<file path="config.mk">
export PLATFORM = sky130hd
export DESIGN_NAME = pulse_measure
export DESIGN_NICKNAME = d
export VERILOG_FILES = /design/src/rtl/pulse_measure.sv
export SDC_FILE = /design/constraint.sdc
export NUM_CORES = 1
export LEC_CHECK = 0
export CORE_MARGIN = 1.5
export CORE_UTILIZATION = 40
export CTS_CLUSTER_SIZE = 25
export DETAILED_ROUTE_END_ITERATION = 7
export GPL_TIMING_DRIVEN = 0
export PLACE_DENSITY = 0.67
export SLEW_MARGIN = 5
export SYNTH_ARGS = -nofsm -noshare
export SYNTH_HDL_FRONTEND = slang
export SYNTH_SLANG_ARGS = --single-unit
</file>
<file path="constraint.sdc">
create_clock -name clock -period 1.9 [get_ports clock]
set_clock_uncertainty 0.15 [all_clocks]
set_input_delay 0.19 -clock clock [delete_from_list [all_inputs] [get_ports clock]]
set_output_delay 0.19 -clock clock [all_outputs]
set_load 0.1 [all_outputs]
</file>
<file path="src/rtl/pulse_measure.sv">
// Measures arm-to-rising-edge delay and high width of an asynchronous pulse, one result per arm.
// Latency: result_valid registered, a fixed number of cycles after the falling sample; counts exact.
// Backpressure: result held frozen in DONE until result_ready; arm ignored outside IDLE.
module pulse_measure #(
    parameter int COUNT_WIDTH = 16,
    parameter int SYNC_STAGES = 2
) (
    input  logic                   clock,
    input  logic                   reset_n,
    input  logic                   arm,
    input  logic                   pulse_in,
    output logic                   busy,
    output logic                   result_valid,
    input  logic                   result_ready,
    output logic [COUNT_WIDTH-1:0] delay_count,
    output logic [COUNT_WIDTH-1:0] width_count,
    output logic                   overflow
);

    localparam int AW = $clog2(SYNC_STAGES);
    localparam logic [AW-1:0] ALIGN_LAST = AW'(SYNC_STAGES - 1);
    localparam logic [COUNT_WIDTH-1:0] CNT_MAX  = '1;
    localparam logic [COUNT_WIDTH-1:0] CNT_LAST = {{(COUNT_WIDTH-1){1'b1}}, 1'b0};
    localparam logic [COUNT_WIDTH-1:0] CNT_ONE  = COUNT_WIDTH'(1);

    typedef enum logic [2:0] {
        IDLE,
        ALIGN,
        WAIT_LOW,
        WAIT_RISE,
        MEASURE,
        DONE
    } state_t;

    state_t                 state;
    logic [SYNC_STAGES-1:0] sync_q;
    logic [AW-1:0]          align_cnt;
    logic                   s;

    assign s = sync_q[SYNC_STAGES-1];

    always_ff @(posedge clock or negedge reset_n) begin
        if (!reset_n) begin
            sync_q <= '0;
        end else begin
            sync_q <= {sync_q[SYNC_STAGES-2:0], pulse_in};
        end
    end

    always_ff @(posedge clock or negedge reset_n) begin
        if (!reset_n) begin
            state        <= IDLE;
            align_cnt    <= '0;
            busy         <= 1'b0;
            result_valid <= 1'b0;
            delay_count  <= '0;
            width_count  <= '0;
            overflow     <= 1'b0;
        end else begin
            case (state)
                IDLE: begin
                    if (arm) begin
                        state       <= ALIGN;
                        align_cnt   <= '0;
                        busy        <= 1'b1;
                        delay_count <= '0;
                        width_count <= '0;
                        overflow    <= 1'b0;
                    end
                end
                // Burn the synchronizer latency so the first WAIT cycle sees the post-arm sample.
                ALIGN: begin
                    if (align_cnt == ALIGN_LAST) begin
                        state <= s ? WAIT_LOW : WAIT_RISE;
                    end else begin
                        align_cnt <= align_cnt + 1'b1;
                    end
                end
                WAIT_LOW: begin
                    if (delay_count == CNT_LAST) begin
                        delay_count  <= CNT_MAX;
                        overflow     <= 1'b1;
                        result_valid <= 1'b1;
                        state        <= DONE;
                    end else begin
                        delay_count <= delay_count + 1'b1;
                        if (!s) begin
                            state <= WAIT_RISE;
                        end
                    end
                end
                WAIT_RISE: begin
                    if (s) begin
                        width_count <= CNT_ONE;
                        state       <= MEASURE;
                    end else if (delay_count == CNT_LAST) begin
                        delay_count  <= CNT_MAX;
                        overflow     <= 1'b1;
                        result_valid <= 1'b1;
                        state        <= DONE;
                    end else begin
                        delay_count <= delay_count + 1'b1;
                    end
                end
                MEASURE: begin
                    if (!s) begin
                        result_valid <= 1'b1;
                        state        <= DONE;
                    end else if (width_count == CNT_LAST) begin
                        width_count  <= CNT_MAX;
                        overflow     <= 1'b1;
                        result_valid <= 1'b1;
                        state        <= DONE;
                    end else begin
                        width_count <= width_count + 1'b1;
                    end
                end
                DONE: begin
                    if (result_ready) begin
                        result_valid <= 1'b0;
                        busy         <= 1'b0;
                        state        <= IDLE;
                    end
                end
                default: begin
                    state        <= IDLE;
                    busy         <= 1'b0;
                    result_valid <= 1'b0;
                end
            endcase
        end
    end

endmodule

</file>
[Word level (Yosys, flattened, before mapping)]
Cells that the tools add are included.
Widths: inputs -> output; s select.
Word-level totals
  flip-flop bits (word level): 41
  output and inout port bits: 35
  bits of input ports: 5
Operators by class
  equality and inequality tests: 17
  $add $sub $neg: 3
  muxes and demuxes: 34
  reductions and logical operators: 14
  bitwise operators: 2
Operators by type and width (count)
  $mux 16: 6
  $pmux 16 s3: 2
  $add 16x1->16 const B: 2
  $eq 16x16->1 const B: 2
  $mux 3: 9
  $pmux 3 s6: 1
  $ne 2x2->1 const B: 7
  $mux 1: 12
  $ne 3x3->1 const B: 3
  $reduce_and 4->1: 2
  $eq 3x2->1 const B: 2
  $eq 3x3->1 const B: 2
  $reduce_and 3->1: 2
  $reduce_and 6->1: 1
  $reduce_bool 3->1: 2
  $pmux 1 s5: 1
  $reduce_and 5->1: 1
  $pmux 1 s4: 1
  $reduce_bool 4->1: 1
  $reduce_or 4->1: 1
  $eq 3x1->1 const B: 1
  $logic_not 3->1: 1
  $pmux 1 s3: 1
  $not 1->1: 2
  other kinds (5): 5

[Logic depth before layout (Yosys ltp)]
Gate-level depths: netlist (run 1).
  word-level depth: 4
  mapped depth: 9
  mapped depth without buffers: 7

[Worst setup path after synthesis (run 1)]
Ideal clock, no wire load.
  kind: register -> register
  start point: register width_count[2]
  end point: register width_count[5]
  data required time: 1.674 ns
  stages on the path, launching flop included: 6
  setup time: 0.076 ns
  path slack: -0.671 ns
  arrival time: 2.344 ns
  path buffers: 1
  clock period less this slack: 2.571 ns
  cell sequence: dfrtp_1 > nand4_1 > or4_1 > buf_6 > a41o_1 > a21oi_2
Between the ends
  longest elaborated chain between the ends: 4
  elaborated cells between the ends (all ways): 5
Ends and longest elaborated chain
  start, declared: RTL line 16  | output logic [COUNT_WIDTH-1:0] width_count,
  start signal, assigned: RTL line 115  | width_count <= width_count + 1'b1;
  $add 16x1->16 or $eq 16x16->1 (tied branches): RTL line 115, 109
  $mux 16 (*): RTL line 109  | end else if (width_count == CNT_LAST) begin
  $mux 16 (*): RTL line 106  | if (!s) begin
  $pmux 16 s3 (*): RTL line 60  | case (state)
Mark *: on every way between the ends. The rest lies on a longest branch, timed or not. The select of a mux whose other input is x is not followed.
A chain may end at the register's enable or synchronous reset.

[Worst setup path in the final report (run 1)]
  start point: register delay_count[0]
  end point: register delay_count[3]
Between the ends
  longest elaborated chain between the ends: 4
  elaborated cells between the ends (all ways): 5
Ends and longest elaborated chain
  start, declared: RTL line 15  | output logic [COUNT_WIDTH-1:0] delay_count,
  start signal, assigned: RTL line 86  | delay_count <= delay_count + 1'b1;
  start signal, assigned: RTL line 102  | delay_count <= delay_count + 1'b1;
  $add 16x1->16 or $eq 16x16->1 (tied branches)
  $mux 16 (*): RTL line 80, 96
  $mux 16: RTL line 93  | if (s) begin
  $pmux 16 s3 (*): RTL line 60
Marked as above.

==> flow_summary_export.csv, run 1 <==
group,metric,value,unit
clocking,clk_latency,0.30,ns
clocking,clockBufferDepth,2,
outcome,status,"finished with violations",
critical_path,rr_worst_depth,9,
finish,seq_area,0.00113,sq mm
place,pre_cts_ws,-0.430,ns
sta,hold_violations,0,
logic_synthesis,ys_ff_latch,41,
die,chipHeight,80.8,microns
die,fp.dieW,80.8,microns
sta,setup_viol,21,
power_and_ir_drop,p_total,0.00410,W
finish,fillers,461,
clocking,cts.clk_slew.worst_paths,0.08,ns
sta,slew_headroom,36.3,%
power_and_ir_drop,p_leak,1.44,nW
route,first_pass_iters,4,
place,dp_hpwl,4.53,mm
route,viasPerCell,6.01,
finish,drive_gt1_share,54.2,%
logic_synthesis,syn_inst,274,
grt,grt_pass1_vias,2399,
finish,final_common_cell,"buf_4",
logic_synthesis,synth_edf_count,0,
grt,grt_start_max_net_pins,27,
critical_path,path_class,"flop to flop",
clocking,root_buffer,"clkbuf_8",
grt,grt_overflow,0,
critical_path,ff2ff_setup_slack,-0.15,ns
flow_run,max_cap_viol_count,0,
clocking,cts.htree.levels,2,
hold_path,hold_path_end,"sync_q[0]",
critical_path,r2r-end,"delay_count[3]",
power_and_ir_drop,powerDensity,1060,mW/mm^2
outcome,violations,"setup timing",
sta,rsz0062_at_grt,"yes",
hold_path,whs_path_depth,1,
sta,final_max_slew_viol_count,0,
logic_synthesis,synth-main-ff-cell,"dfrtp_1",
logic_synthesis,yosys_warnings,0,
power_and_ir_drop,ir_worst_vdd,0.000907,V
grt,antenna_found_initial,0,
die,initial_core_util,41.1,%
clocking,cts_buffers,5,
logic_synthesis,ys_types,48,
clocking,cts_tree,"built",
die,die-area,0.00652,sq mm
finish,diodes,0,
hold_path,holdCritStartpoint,"pulse_in",
critical_path,cp.arrival,2.12,ns
logic_synthesis,syn_area,0.00242,sq mm
clocking,cts.sinks,41,
route,vias,2590,
finish,multi_input_area,0.00168,sq mm
critical_path,end_kind,"flop",
sta,min_period,2.05,ns
route,drc,0,
sta,worst_slack,-0.155,ns
logic_synthesis,ys_seq_area_share,42.4,%
sta,finalCritPeriodShare,108,%
sta,tightest_slew,0.960,ns
finish,layout_common_cells,"buf_4 (30), dfrtp_4 (26), clkdlybuf4s15_2 (25), a21oi_2 (17)",
finish,fin_nets,364,
route,wl_per_cell,17.9,microns
logic_synthesis,async_reset_ff_share,100,%
place,port_buffers,39,
critical_path,critPathLaunchType,"flop",
critical_path,worstPathMaxFanout,5,
die,core,0.00589,sq mm
route,wirelength,7.71,mm
die,ios,40,
hold_path,min_path_type,"input pin to flop",
sta,max_freq,487,MHz
finish,area_growth,60.2,%
route,first_iter_violations,208,
place,place.gp.congestion,0.852,
finish,utilization,65.8,%
critical_path,r2r-start,"delay_count[0]",
logic_synthesis,syn-num-nets,283,
critical_path,worstPathRequired,1.97,ns
grt,grt.total_usage,23.2,%
die,rows,28,
route,ant_nets,0,
grt,grt_pass1_wl,11.8,mm
logic_synthesis,synth_area_per_cell,8.83,sq um
[logic make-up after synthesis]
| logic type | share of synthesized area (%) |
|---|---|
| compound gates | 29.5 |
| flops | 42.4 |
| fa+ha+maj | 2.07 |
| simple gates | 20.7 |
| buf+inv | 5.22 |
[power breakdown]
part	internal (W)	leakage [nW]	switching, W
combinational	0.000853	0.904	0.00153
clock	0.000297	0.0455	0.000307
sequential	0.000997	0.490	0.000121
[synthesized netlist by cell type (all sizes together), types with 3 or more instances]
cell type   n  area, sq um
and3       11         68.8
nand4       9         56.3
nand3      12         70.1
o21ai      24          120
buf         8         58.8
a41oi       5         43.8
o22a        6         52.6
inv        12         45.0
a31oi      18          113
o31ai       3         27.5
a41o        3         30.0
nor2       20         77.6
nor3        4         20.0
and2        5         31.3
clkbuf      6         22.5
a22o        3         26.3
nand2      20         75.1
ha          4         50.1
a21oi      34          181
dfrtp      41         1030
[layer usage]
layer,track usage [%],vias to the layer above,wire (microns)
li1,-,1200,-
met1,33.1,1276,3450
met2,36.3,102,3750
met3,4.04,12,411
met4,6.38,0,99
met5,0,-,0
[how the worst max path moves through the flow]
stage,from,end,slack (ns)
floorplan,width_count[0],width_count[5],-0.22
global placement,reset_n,width_count[3],-0.96
detailed placement,arm,delay_count[3],-0.43
CTS,delay_count[0],delay_count[3],-0.11
global route,delay_count[0],delay_count[3],-0.24
finish,delay_count[0],delay_count[3],-0.15
[stage by stage]
stage          instances  instance area, sq um  hold slack [ns]  TNS [ns]
2_1_floorplan        274                  2580           -0.256     -3.12
3_3_place_gp         388                  3060            0.183    -48.05
3_5_place_dp         389                  3080         -0.00459    -11.71
4_1_cts              411                  3520            0.182     -1.40
5_1_grt              431                  3870            0.192     -3.14
6_report             431                  3870            0.189     -1.50
[what timing repair did]
| action | 4_1_cts | 5_1_grt |
|---|---|---|
| buffers inserted | 11 | 21 |
| gates cloned | 2 | 0 |
| hold buffers | 1 | 0 |
| pin swaps | 29 | 41 |
| endpoints found under the setup margin | 72 | 44 |
| gates resized for setup | 138 | 63 |
| hold endpoints to repair | 15 | 0 |
[state kept, by name (all words and copies together), names as in the netlist]
| register | cells |
|---|---|
| align_cnt | 1 |
| busy | 1 |
| delay_count | 16 |
| overflow | 1 |
| result_valid | 1 |
| state | 3 |
| sync_q | 2 |
| width_count | 16 |
[critical path: stages, from the launching register on]
cell	delay, ns
dfrtp_4	0.50
inv_4	0.07
ha_4	0.13
nand4_1	0.06
or4_1	0.48
buf_6	0.16
buf_8	0.13
a21oi_2	0.10
nor2_1	0.07
a21oi_2	0.12
[area by class of cell]
| class | instances | area share (%) |
|---|---|---|
| plain buffers | 13 | 2.97 |
| clock buffers | 8 | 2.32 |
| inverters | 12 | 1.29 |
| multi-input cells | 207 | 43.4 |
| flip-flops and latches | 41 | 29.2 |
| well taps | 75 | 2.42 |
| repair buffers | 75 | 18.4 |
No activity file was read; power rests on OpenSTA's default activity.
==> run 2: changes to the inputs <==
--- a/config.mk
+++ b/config.mk
@@ -5,12 +5,14 @@
 export SDC_FILE = /design/constraint.sdc
 export NUM_CORES = 1
 export LEC_CHECK = 0
+export CELL_PAD_IN_SITES_DETAIL_PLACEMENT = 2
+export CELL_PAD_IN_SITES_GLOBAL_PLACEMENT = 2
 export CORE_MARGIN = 1.5
-export CORE_UTILIZATION = 40
+export CORE_UTILIZATION = 29
 export CTS_CLUSTER_SIZE = 25
 export DETAILED_ROUTE_END_ITERATION = 7
 export GPL_TIMING_DRIVEN = 0
-export PLACE_DENSITY = 0.67
+export PLACE_DENSITY = 0.78
 export SLEW_MARGIN = 5
 export SYNTH_ARGS = -nofsm -noshare
 export SYNTH_HDL_FRONTEND = slang
==> flow_summary_export.csv, run 2 (same netlist as run 1, synthesis figures left out) <==
group,metric,value,unit
die,initial_core_util,29.7,%
critical_path,critPathLaunchType,"flop",
finish,utilization,49.4,%
clocking,cts.htree.levels,2,
critical_path,rr_worst_depth,7,
critical_path,r2r-end,"width_count[12]",
clocking,cts.clk_slew.worst_paths,0.09,ns
route,wl_met3,385,microns
sta,hold_violations,0,
critical_path,slowest_stage,"or4_4",
sta,min_period,2.14,ns
power_and_ir_drop,power.switching,0.00223,W
die,fp.dieW,94.3,microns
sta,rsz0062_at_grt,"yes",
place,dp_hpwl,6.04,mm
clocking,cts.sinks,41,
outcome,status,"finished with violations",
power_and_ir_drop,clockPowerShare,13.8,%
die,core,0.00813,sq mm
critical_path,critPathTopFamily,"simple AND/OR/NAND/NOR gates",
critical_path,cp.arrival,2.25,ns
route,ant_nets,0,
die,die-area,0.00890,sq mm
clocking,cts_tree,"built",
grt,antenna_found_initial,0,
critical_path,worstPathMaxFanout,5,
clocking,clk_latency,0.31,ns
sta,final_max_slew_viol_count,0,
power_and_ir_drop,powerDensity,1090,mW/mm^2
grt,grt_pass1_wl,16.2,mm
finish,final_common_cell,"buf_4",
flow_run,max_cap_viol_count,0,
sta,finalCritPeriodShare,113,%
clocking,clockBufferDepth,2,
place,port_buffers,39,
route,drt-met1-wl,5.20,mm
die,chipHeight,94.3,microns
sta,fin_setup_tns,-3.13,ns
finish,area_growth,66.1,%
clocking,root_buffer,"clkbuf_8",
finish,fin_cells,469,
die,rows,33,
place,place.gp.congestion,0.785,
sta,slew_headroom,35.8,%
critical_path,ff2ff_setup_slack,-0.24,ns
power_and_ir_drop,p_int,0.00217,W
power_and_ir_drop,ir_worst_vdd,0.000521,V
sta,tightest_slew,0.967,ns
route,viasPerCell,5.94,
power_and_ir_drop,p_sw_share,50.7,%
sta,worst_slack,-0.244,ns
route,drc,0,
critical_path,crit_path_max_incr_delay,0.52,ns
critical_path,crit_start,"width_count[0]",
finish,layout_common_cells,"buf_4 (34), dfrtp_4 (26), clkdlybuf4s15_2 (26), a21oi_2 (20)",
sta,setup_viol,29,
route,wl_per_cell,25.0,microns
route,first_pass_iters,5,
die,ios,40,
grt,grt_overflow,0,
finish,multi_input_area,0.00169,sq mm
critical_path,crit_path_cell_trace,"inv_4 > ha_4 > nand4_1 > or4_4 > buf_8 > a31oi_1 > o22a_1",
hold_path,min_path_type,"input pin to async pin",
finish,drive_gt1_share,57.4,%
outcome,violations,"setup timing",
finish,diodes,0,
finish,seq_area,0.00113,sq mm
power_and_ir_drop,comb_power_share,60.0,%
grt,grt_start_max_net_pins,33,
finish,fin_nets,372,
route,first_iter_violations,93,
route,vias,2786,
critical_path,cp.buffers_inverters,2,
power_and_ir_drop,power_frac_seq,26.2,%
grt,grt_pass1_vias,2821,
finish,fillers,799,
grt,grt.total_usage,23.8,%
route,top_layer,"met4",
critical_path,worstPathRequired,2.00,ns
place,dp_cells,419,
critical_path,path_class,"flop to flop",
sta,max_freq,466,MHz
critical_path,end_kind,"flop",
finish,largestRegisters,"delay_count: 16 flops, width_count: 16 flops, state: 3 flops",
route,wirelength,11.7,mm
route,dr_wl_met2,5.81,mm
power_and_ir_drop,p_leak,1.50,nW
critical_path,r2r-start,"width_count[0]",
clocking,cts_buffers,5,
## run 2: changes by cell type in the layout (fill, tap and decap cells not counted), sizes merged
cell / change
buf: +9
dlygate4sd2: -2
clkbuf: +1
## run 2: power by group through the flow
| stage | logic [W] | registers, W | clock network [W] |
|---|---|---|---|
| after floorplan | 0.000891 | 0.00150 | 0 |
| after global placement | 0.00174 | 0.00112 | 0 |
| after detailed placement | 0.00179 | 0.00113 | 0 |
| after CTS | 0.00226 | 0.00112 | 0.000599 |
| after global routing | 0.00278 | 0.00116 | 0.000639 |
| final | 0.00264 | 0.00115 | 0.000604 |
## run 2: worst reg2reg max path, cell delays in order, from the launching register on
cell,delay [ns]
dfrtp_4,0.51
inv_4,0.08
ha_4,0.13
nand4_1,0.16
or4_4,0.52
buf_8,0.17
a31oi_1,0.22
o22a_1,0.15
## run 2: worst max-delay path by stage
stage | to | cells past startpoint | slack [ns]
after global placement | width_count[5] | 1 | -1.08
after floorplan | width_count[5] | 7 | -0.22
after detailed placement | delay_count[0] | 7 | -0.59
final | width_count[12] | 7 | -0.24
after global routing | result_valid | 7 | -0.29
after CTS | delay_count[4] | 7 | -0.12
## run 2: cell type report
class	instances	area share [%]
plain buffers	12	2.90
multi-input cells	207	42.2
repair buffers	84	20.1
inverters	12	1.31
clock buffers	8	1.99
flip-flops and latches	41	28.2
well taps	105	3.27
## run 2: repair_timing
action	4_1_cts	5_1_grt
hold buffers	1	0
setup endpoints to repair	72	45
gates resized for setup	160	65
setup buffers	25	17
pin swaps	30	32
hold endpoints to repair	41	0
gates cloned	2	0
## run 2: per-stage QoR
stage | setup WS, ns | hold slack, ns | total power (W) | area [sq um]
3_5_place_dp | -0.585 | -0.0622 | 0.00292 | 3110
6_report | -0.244 | 0.150 | 0.00439 | 4020
5_1_grt | -0.286 | 0.170 | 0.00458 | 4020
2_1_floorplan | -0.217 | -0.256 | 0.00239 | 2580
3_3_place_gp | -1.08 | 0.183 | 0.00286 | 3100
4_1_cts | -0.122 | 0.154 | 0.00398 | 3740
## run 2: per-layer routing
metal	vias to the layer above	GRT usage [%]
li1	1222	-
met1	1461	32.4
met2	78	41.1
met4	0	4.73
met5	-	0
met3	25	2.27
